**config.mk**
```make
export PLATFORM = sky130hd
export DESIGN_NAME = uart_tx_scheduler
export DESIGN_NICKNAME = d
export VERILOG_FILES = /design/src/rtl/uart_tx_scheduler_pkg.sv /design/src/rtl/uart_tx_scheduler_rr_arbiter.sv /design/src/rtl/uart_tx_scheduler.sv
export SDC_FILE = /design/constraint.sdc
export NUM_CORES = 1
export LEC_CHECK = 0
export ABC_AREA = 1
export ABC_CLOCK_PERIOD_IN_PS = 2200
export CORE_UTILIZATION = 50
export CTS_CLUSTER_SIZE = 8
export DETAILED_ROUTE_END_ITERATION = 16
export PLACE_DENSITY_LB_ADDON = 0.25
export SLEW_MARGIN = 10
export SYNTH_ARGS = -nofsm -noshare
export SYNTH_HDL_FRONTEND = slang
export SYNTH_HIERARCHICAL = 1
export SYNTH_SLANG_ARGS = --single-unit
```
**constraint.sdc**
```tcl
create_clock -name clk -period 2.2 [get_ports clk]
set_input_delay 0.33 -clock clk [delete_from_list [all_inputs] [get_ports clk]]
set_output_delay 0.33 -clock clk [all_outputs]
set_load 0.05 [all_outputs]
```
**src/rtl/uart_tx_scheduler_pkg.sv**
```systemverilog
// Shared definitions for the UART TX scheduler: FSM encoding, default timing
// parameters and a counter-width helper.
package uart_tx_scheduler_pkg;

    localparam int BYTE_W            = 8;
    localparam int DEF_GAP_CYCLES    = 16;
    localparam int DEF_STALL_TIMEOUT = 1023;

    typedef enum logic [1:0] {
        ST_IDLE = 2'd0,
        ST_LOAD = 2'd1,
        ST_WAIT = 2'd2,
        ST_GAP  = 2'd3
    } state_e;

    // Bits needed to hold 0..max_val; never less than one bit.
    function automatic int cnt_width(input int max_val);
        return (max_val > 0) ? $clog2(max_val + 1) : 1;
    endfunction

endpackage

```
**src/rtl/uart_tx_scheduler_rr_arbiter.sv**
```systemverilog
// Combinational round-robin pick: first requester above last_gnt, wrapping,
// returned both one-hot and as an index.
module uart_tx_scheduler_rr_arbiter #(
    parameter int N_REQ = 4,
    parameter int GNT_W = $clog2(N_REQ)
) (
    input  logic [N_REQ-1:0] req,
    input  logic [GNT_W-1:0] last_gnt,
    output logic [N_REQ-1:0] gnt_oh,
    output logic [GNT_W-1:0] gnt_idx
);

    logic             found;
    logic [GNT_W-1:0] idx;

    always_comb begin
        gnt_oh  = '0;
        gnt_idx = '0;
        found   = 1'b0;
        idx     = '0;
        for (int i = 1; i <= N_REQ; i++) begin
            idx = GNT_W'((int'(last_gnt) + i) % N_REQ);
            if (!found && req[idx]) begin
                found       = 1'b1;
                gnt_oh[idx] = 1'b1;
                gnt_idx     = idx;
            end
        end
    end

endmodule

```
**src/rtl/uart_tx_scheduler.sv**
```systemverilog
// Shares one UART transmitter among N_REQ byte-stream requesters, one whole
// frame at a time, with an idle gap between frames and a stall abort.
module uart_tx_scheduler
    import uart_tx_scheduler_pkg::*;
#(
    parameter int N_REQ         = 4,
    parameter int GAP_CYCLES    = DEF_GAP_CYCLES,
    parameter int STALL_TIMEOUT = DEF_STALL_TIMEOUT,
    parameter int GNT_W         = $clog2(N_REQ)
) (
    input  logic                    clk,
    input  logic                    rst,
    input  logic [N_REQ-1:0]        req_valid,
    input  logic [BYTE_W*N_REQ-1:0] req_data,
    input  logic [N_REQ-1:0]        req_last,
    output logic [N_REQ-1:0]        req_ack,
    output logic [BYTE_W-1:0]       uart_tx_data,
    output logic                    uart_tx_data_ready,
    input  logic                    uart_tx_over,
    output logic                    busy,
    output logic [GNT_W-1:0]        grant_id,
    output logic                    frame_done,
    output logic                    frame_abort,
    output state_e                  state_dbg
);

    // Handshake: a requester holds req_valid/req_data/req_last steady until it
    // sees its 1-cycle req_ack; each byte goes out as a 1-cycle
    // uart_tx_data_ready and is finished when the 1-cycle uart_tx_over returns.

    localparam int STALL_W = cnt_width(STALL_TIMEOUT);
    localparam int GAP_W   = cnt_width(GAP_CYCLES);
    localparam logic [STALL_W-1:0] STALL_MAX = STALL_W'(STALL_TIMEOUT);
    localparam logic [GAP_W-1:0]   GAP_LAST  = GAP_W'((GAP_CYCLES > 0) ? GAP_CYCLES - 1 : 0);
    localparam state_e END_STATE = (GAP_CYCLES > 0) ? ST_GAP : ST_IDLE;

    state_e             state;
    logic [GNT_W-1:0]   last_gnt;
    logic [N_REQ-1:0]   gnt_oh_q;
    logic [STALL_W-1:0] stall_cnt;
    logic [STALL_W-1:0] stall_inc;
    logic [GAP_W-1:0]   gap_cnt;
    logic               last_flag;
    logic [N_REQ-1:0]   arb_oh;
    logic [GNT_W-1:0]   arb_idx;

    uart_tx_scheduler_rr_arbiter #(
        .N_REQ (N_REQ),
        .GNT_W (GNT_W)
    ) u_arb (
        .req      (req_valid),
        .last_gnt (last_gnt),
        .gnt_oh   (arb_oh),
        .gnt_idx  (arb_idx)
    );

    assign stall_inc = (stall_cnt == STALL_MAX) ? stall_cnt : stall_cnt + 1'b1;
    assign busy      = (state != ST_IDLE);
    assign state_dbg = state;

    always_ff @(posedge clk) begin
        if (rst) begin
            state              <= ST_IDLE;
            last_gnt           <= GNT_W'(N_REQ - 1);
            gnt_oh_q           <= '0;
            grant_id           <= '0;
            stall_cnt          <= '0;
            gap_cnt            <= '0;
            last_flag          <= 1'b0;
            uart_tx_data       <= '0;
            uart_tx_data_ready <= 1'b0;
            req_ack            <= '0;
            frame_done         <= 1'b0;
            frame_abort        <= 1'b0;
        end else begin
            uart_tx_data_ready <= 1'b0;
            req_ack            <= '0;
            frame_done         <= 1'b0;
            frame_abort        <= 1'b0;
            case (state)
                ST_IDLE: begin
                    if (|req_valid) begin
                        grant_id  <= arb_idx;
                        gnt_oh_q  <= arb_oh;
                        last_gnt  <= arb_idx;
                        stall_cnt <= '0;
                        state     <= ST_LOAD;
                    end
                end
                ST_LOAD: begin
                    if (|(req_valid & gnt_oh_q)) begin
                        uart_tx_data       <= req_data[grant_id*BYTE_W +: BYTE_W];
                        uart_tx_data_ready <= 1'b1;
                        req_ack            <= gnt_oh_q;
                        last_flag          <= |(req_last & gnt_oh_q);
                        state              <= ST_WAIT;
                    end else begin
                        stall_cnt <= stall_inc;
                        if (stall_inc == STALL_MAX) begin
                            frame_abort <= 1'b1;
                            gap_cnt     <= '0;
                            state       <= END_STATE;
                        end
                    end
                end
                ST_WAIT: begin
                    // Requester inputs are deliberately ignored while a byte is on the line.
                    if (uart_tx_over) begin
                        if (last_flag) begin
                            frame_done <= 1'b1;
                            gap_cnt    <= '0;
                            state      <= END_STATE;
                        end else begin
                            stall_cnt <= '0;
                            state     <= ST_LOAD;
                        end
                    end
                end
                ST_GAP: begin
                    if (gap_cnt == GAP_LAST) begin
                        state <= ST_IDLE;
                    end else begin
                        gap_cnt <= gap_cnt + 1'b1;
                    end
                end
                default: state <= ST_IDLE;
            endcase
        end
    end

endmodule

```
==> metrics.txt, run 1 <==
Starting Density 52.4%; diodes inserted 0; post-synthesis area per instance 6.81 sq um; most frequent cell after synthesis nand2_1; die span in x 75.4 microns; CP required 1.87 ns; CP Launch Type flip-flop; DIE AREA 5690 sq um; Slew HR 63.4%; top_reg_cell synth dfxtp_1; Critical Path Slowest Stage Cell clkdlybuf4s50_1; fillers approximately 500; EDFF count, synth 0; leakage between 1 and 1.5 nW; flops & latches, synth 41; CP endpoint kind output pin; CP bufs+invs 1; row count 26; RSZ-0062 raised after global routing no; Post-Syn Area 2700 sq um; Layout area overhead 30.2%; CP cell instances clkdlybuf4s50_1; Mapped Cells 396; core area 5140 sq um; Sequential cell area 821 sq um; Multi-input gate area ~1700 sq um; fraction of registers with async set/reset 0%; Clock Sinks between 40 and 50; crit path from state_dbg[1]; final estimated routing congestion in global placement 0.881; synthesized-area fraction occupied by adder cells 5.11%; dpl hpwl 5.00 mm; max-cap viol count 0; fin. max-slew vios 0; Clock Skews 0.00615 ns; total congestion overflow 0; Detailed Route WL 6.47 mm; TritonCTS Buffers 5; R2R Path Start stall_cnt[1]; Synth Area in XOR/XNOR less than 1%; cell family with most CP delay buffers and inverters; Ports between 60 and 70; # Post-CTS Setup Buffers 0; Stages on worst setup path 1; Synth Area in Compound Gates 18.4%; Clock Path Buffers 2; fmax around 0.51 GHz; CP Max Fanout 8; first-pass GRT wire length approximately 11 mm; top cells by area, synth dfxtp_1 30%, nand2_1 11%, nor2_1 8.6%; Hold WC Path Type reg2reg; post-layout min period ~2 ns; Power Dens Cells 1120 nW/um^2; H-tree depth 2; ratio of final minimum period to clock period 89.5%; final hold viol count 0; Starting DRT DRC Count 130; largest family of logic cells by synthesized area simple AND/OR/NAND/NOR gates; pre-CTS setup slack 0.107 ns; worst setup path end state_dbg[1]; worst r2r path cells 12; WHS between 0.4 and 0.5 ns; Final ANT Viol Nets 0; via/cell ratio 5.15; post-synthesis sequential area ratio 30.5%; Final Worst Setup Slack 0.232 ns; Unique masters post-synth 37; CTS hold repair buffers 0; status complete, no violations; Ys Warns 6; Port Buffers 62; CTS tree built; setup TNS 0 ns; post_cts resized 0; synth cell count leaders 81 x nand2_1, 62 x nor2_1, 41 x dfxtp_1; dominant cell type by area after synthesis dfxtp_1; Synth Area in Simple Gates 38.5%; GRT Total Usage between 20% and 30%; First-pass DRT Iterations 4; Reg clk slew, reported paths ~0.07 ns; critical path type reg2out; routed len/inst around 12 microns; Max stage delay on crit path 0.86 ns; final setup fails 0; post-synthesis mux area share 0%; clk root buf clkbuf_8; Worst Max-Slew Pin Slew 0.548 ns; R2R Setup Slk 0.34 ns; arrival time worst endpoint around 1.6 ns; detailed-route via count 2,753; nets@finish 519; ratio of cells with drive above 1 in the final layout 13.3%; top-area cell type share of the netlist area 30.5%; number of global-route vias before repair 2,413; largest net degree at the start of global routing 21; Remaining DRCs 0; Mapped Nets 450; die height 75.4 microns; initial antenna violation count 0; Clk Latency, worst-skew pair about 0.29 ns; end of the worst register-to-register path gap_cnt[2]; VDD IR max 0.796 mV
## worst min-delay path, delay by kind of cell (launching register included)
family | cells | cell delay [ns]
compound gates | 1 | 0.04
simple gates | 1 | 0.08
flops | 1 | 0.33
## state kept, by name (all words and copies together) (netlist names), 2 cells and up
signal        cells
last_gnt          2
req_ack           4
uart_tx_data      8
grant_id          2
gnt_oh_q          4
stall_cnt        10
state_dbg         2
gap_cnt           5
## final cells by class
cell class	instances	share of cell area (%)
multi-input combinational	309	47.9
timing repair buffer	73	19.9
sequential	41	23.4
inverter	35	3.89
clock buffer	7	2.46
tap	70	2.50
## report_power, final
| part | internal, mW | switching, mW |
|---|---|---|
| clock | 0.249 | 0.233 |
| sequential | 0.931 | 0.136 |
| combinational | 0.838 | 1.55 |
| total | 2.02 | 1.92 |
## cells by family after synthesis
family,Yosys count
DFF,41
buffers and inverters,46
xor gates and xnor gates,1
AOI/OAI and AO/OA,86
adders and majority gates,11
and+or+nand+nor,211
## cell usage in the layout (no fill, tap or decap), types with 2 or more instances in the layout
master	Yosys	routed
nand2_4	5	5
o21bai_1	3	3
buf_4	1	13
nand2_2	10	10
a31oi_1	9	9
clkbuf_8	1	6
clkdlybuf4s50_1	0	60
nor2_4	6	6
nor2_2	3	3
or2_2	2	2
a21oi_1	26	26
a21boi_0	4	4
inv_1	28	28
ha_1	11	11
nor2_1	62	62
a22oi_1	2	2
o21ai_0	34	34
dfxtp_1	41	41
nand2_1	81	81
inv_2	5	5
nand3_4	2	2
nand3_1	31	31
nand3_2	6	6
a22o_1	3	3
## worst min-delay path by stage
| stage | from | endpoint | slack [ns] | cells past startpoint |
|---|---|---|---|---|
| 2_1_floorplan | rst | state_dbg[1] | 0.40 | 1 |
| 6_report | gap_cnt[3] | gap_cnt[3] | 0.49 | 2 |
| 5_1_grt | gnt_oh_q[1] | req_ack[1] | 0.50 | 2 |
| 3_3_place_gp | gap_cnt[4] | gap_cnt[4] | 0.47 | 2 |
| 4_1_cts | gnt_oh_q[1] | req_ack[1] | 0.49 | 2 |
| 3_5_place_dp | gap_cnt[3] | gap_cnt[3] | 0.47 | 2 |
## metrics by stage
step	util (%)	total power, mW	cells	area, sq um
finish	68.3	3.94	535	3510
global route	68.3	4.25	535	3510
CTS	68.3	3.93	535	3510
detailed placement	66.6	3.45	528	3420
global placement	66.6	3.40	528	3420
floorplan	-	2.80	396	2700
## routing by layer
metal	up-vias	wire length, microns	track usage (%)
li1	1439	-	-
met1	1231	2890	31.7
met4	0	106	7.20
met3	11	288	4.76
met5	-	0	0
met2	72	3180	41.0
Note: power is estimated with default switching activity, not from simulation.
==> run 2, diff against run 1 <==
--- a/config.mk
+++ b/config.mk
@@ -5,9 +5,8 @@
 export SDC_FILE = /design/constraint.sdc
 export NUM_CORES = 1
 export LEC_CHECK = 0
-export ABC_AREA = 1
 export ABC_CLOCK_PERIOD_IN_PS = 2200
-export CORE_UTILIZATION = 50
+export CORE_UTILIZATION = 51
 export CTS_CLUSTER_SIZE = 8
 export DETAILED_ROUTE_END_ITERATION = 16
 export PLACE_DENSITY_LB_ADDON = 0.25
==> metrics.txt, run 2 <==
status complete, no violations; number of global-route vias before repair 2,478; top cells by area, synth dfxtp_1 29%, mux4_2 8.1%, nand2_1 5.8%; CP bufs+invs 1; Clock Sinks 41; via/cell ratio 5.82; dominant cell type by area after synthesis dfxtp_1; cell family with most CP delay buffers and inverters; Reg clk slew, reported paths 0.08 ns; Max stage delay on crit path 0.88 ns; worst hold path stage count 2; CTS hold repair buffers 0; row count 26; top_reg_cell synth dfxtp_1; fillers 419; CP Max Fanout 14; H-tree depth 2; Ys Warns 6; Final ANT Viol Nets 0; ratio of final minimum period to clock period 93.7%; met2 Use GR approximately 41%; Power Dens Cells around 890 nW/um^2; diodes inserted 0; Endpoint, Worst Hold gap_cnt[4]; GRT Total Usage between 20% and 30%; die span in x 75.9 microns; end of the worst register-to-register path grant_id[0]; final estimated routing congestion in global placement ~0.88; most frequent cells in the layout 60 x clkdlybuf4s50_1, 43 x nand2_1, 41 x dfxtp_1; Mapped Nets 374; pre-CTS setup slack -0.0619 ns; fmax about 0.49 GHz; top-area cell type share of the netlist area 29.5%; Biggest register stall_cnt; CP cell instances clkdlybuf4s50_1; clk root buf clkbuf_8; dpl hpwl 5.37 mm; total placed cells including tap cells 459; Hold WC Path Type reg2reg; Detailed Route WL between 6 and 7 mm; leakage 1.42 nW; critical path type reg2out; flops & latches, synth 41; WHS 0.470 ns; nets@finish 450; Clock Skews 0.00912 ns; R2R Path Start last_gnt[1]; VDD IR max roughly 0.86 mV; max-cap viol count 0; ratio of cells with drive above 1 in the final layout 17.1%; TritonCTS Buffers 5; first-pass GRT wire length 11.5 mm; fin. max-slew vios 0; met3 GRT Util about 6.1%; final setup fails 0; detailed-route via count 2,717; routed len/inst 14.8 microns; worst r2r path cells 7; # Post-CTS Setup Buffers 0; worst hold start gap_cnt[4]; total congestion overflow 0; Mapped Cells between 300 and 400; post-layout min period 2.06 ns; Port Buffers 62; CP endpoint kind output pin; Layout area overhead 31.2%; CP required 1.87 ns; die height 75.9 microns; EDFF count, synth 0; most frequent cell after synthesis nand2_1; Critical Path Slowest Stage Cell clkdlybuf4s50_1; synth cell count leaders 43 x nand2_1, 41 x dfxtp_1, 30 x nor2_1; post_cts resized 0; DIE AREA 5760 sq um; largest registers stall_cnt: 10 flops, uart_tx_data: 8 flops, gap_cnt: 5 flops; Worst Max-Slew Pin Slew 0.572 ns; First-pass DRT Iterations 4; Clock Path Buffers 2; Starting DRT DRC Count ~210; R2R Setup Slk ~0.2 ns; Remaining DRCs 0; Tot Pwr 3.24 mW; largest net degree at the start of global routing 18; Post-Layout Cell Count ~470; Post-Syn Area 2790 sq um; Clk Latency, worst-skew pair 0.30 ns; Ports 63; fraction of registers with async set/reset 0%; Starting Density between 50% and 60%; final hold viol count 0; CP Launch Type flip-flop; Unique masters post-synth between 60 and 70; core area 5170 sq um; fin util 70.6%; initial antenna violation count 0; busiest grt layer met2; GR Util met1 about 31%; Final Worst Setup Slack ~0.14 ns; arrival time worst endpoint 1.73 ns; max reg flops 10; post-synthesis area per instance 8.70 sq um; post-synthesis sequential area ratio 29.5%; leading cell type in the layout, fill and taps excluded clkdlybuf4s50_1; Slew HR 61.8%; CTS tree built; RSZ-0062 raised after global routing no
==> run 2: area by class of cell <==
class | instances | area [sq um] | share of cell area [%]
sequential | 41 | 821 | 22.5
timing repair buffer | 90 | 838 | 22.9
multi-input combinational | 248 | 1780 | 48.7
inverter | 10 | 37.5 | 1.03
tap | 70 | 87.6 | 2.40
clock buffer | 5 | 68.8 | 1.88
clock inverter | 3 | 22.5 | 0.616
==> run 2: per-layer routing <==
metal / routed length, microns / vias up / share of wire (%)
li1: - / 1321 / -
met1: 3090 / 1283 / 45
met2: 3260 / 96 / 47
met3: 461 / 17 / 6.7
met4: 120 / 0 / 1.7
met5: 0 / - / 0
==> run 2: power by group <==
part	total, mW	internal (mW)	switching [mW]
registers	0.978	0.847	0.132
clock network	0.510	0.223	0.288
logic	1.75	0.776	0.971
==> run 2: how the worst max path moves through the flow <==
stage	slack [ns]	start	depth (start not counted)	to
global placement	-0.03	req_valid[2]	6	grant_id[1]
finish	0.14	state_dbg[1]	1	state_dbg[1]
CTS	0.15	state_dbg[1]	1	state_dbg[1]
floorplan	0.08	last_gnt[0]	9	gnt_oh_q[1]
detailed placement	-0.06	req_valid[2]	7	stall_cnt[7]
global route	0.02	last_gnt[1]	7	grant_id[0]
==> run 2: kinds of logic (layout without fill, tap and decap cells) <==
kind of cell | after synthesis | in the layout | synth area share [%]
flip-flops | 41 | 41 | 29.5
buffers and inverters | 31 | 108 | 6.69
multiplexers | 20 | 20 | 11.7
AND/OR/NAND/NOR | 132 | 132 | 25.7
AO/OA/AOI/OAI | 84 | 84 | 21.2
adder cells (fa/ha/maj) | 11 | 11 | 4.94
XOR/XNOR | 1 | 1 | 0.315
==> run 2: metrics by stage <==
stage	setup TNS [ns]	cell area, sq um
finish	0	3650
floorplan	0	2790
detailed placement	-0.203	3560
global route	0	3650
global placement	-0.0553	3560
CTS	0	3650
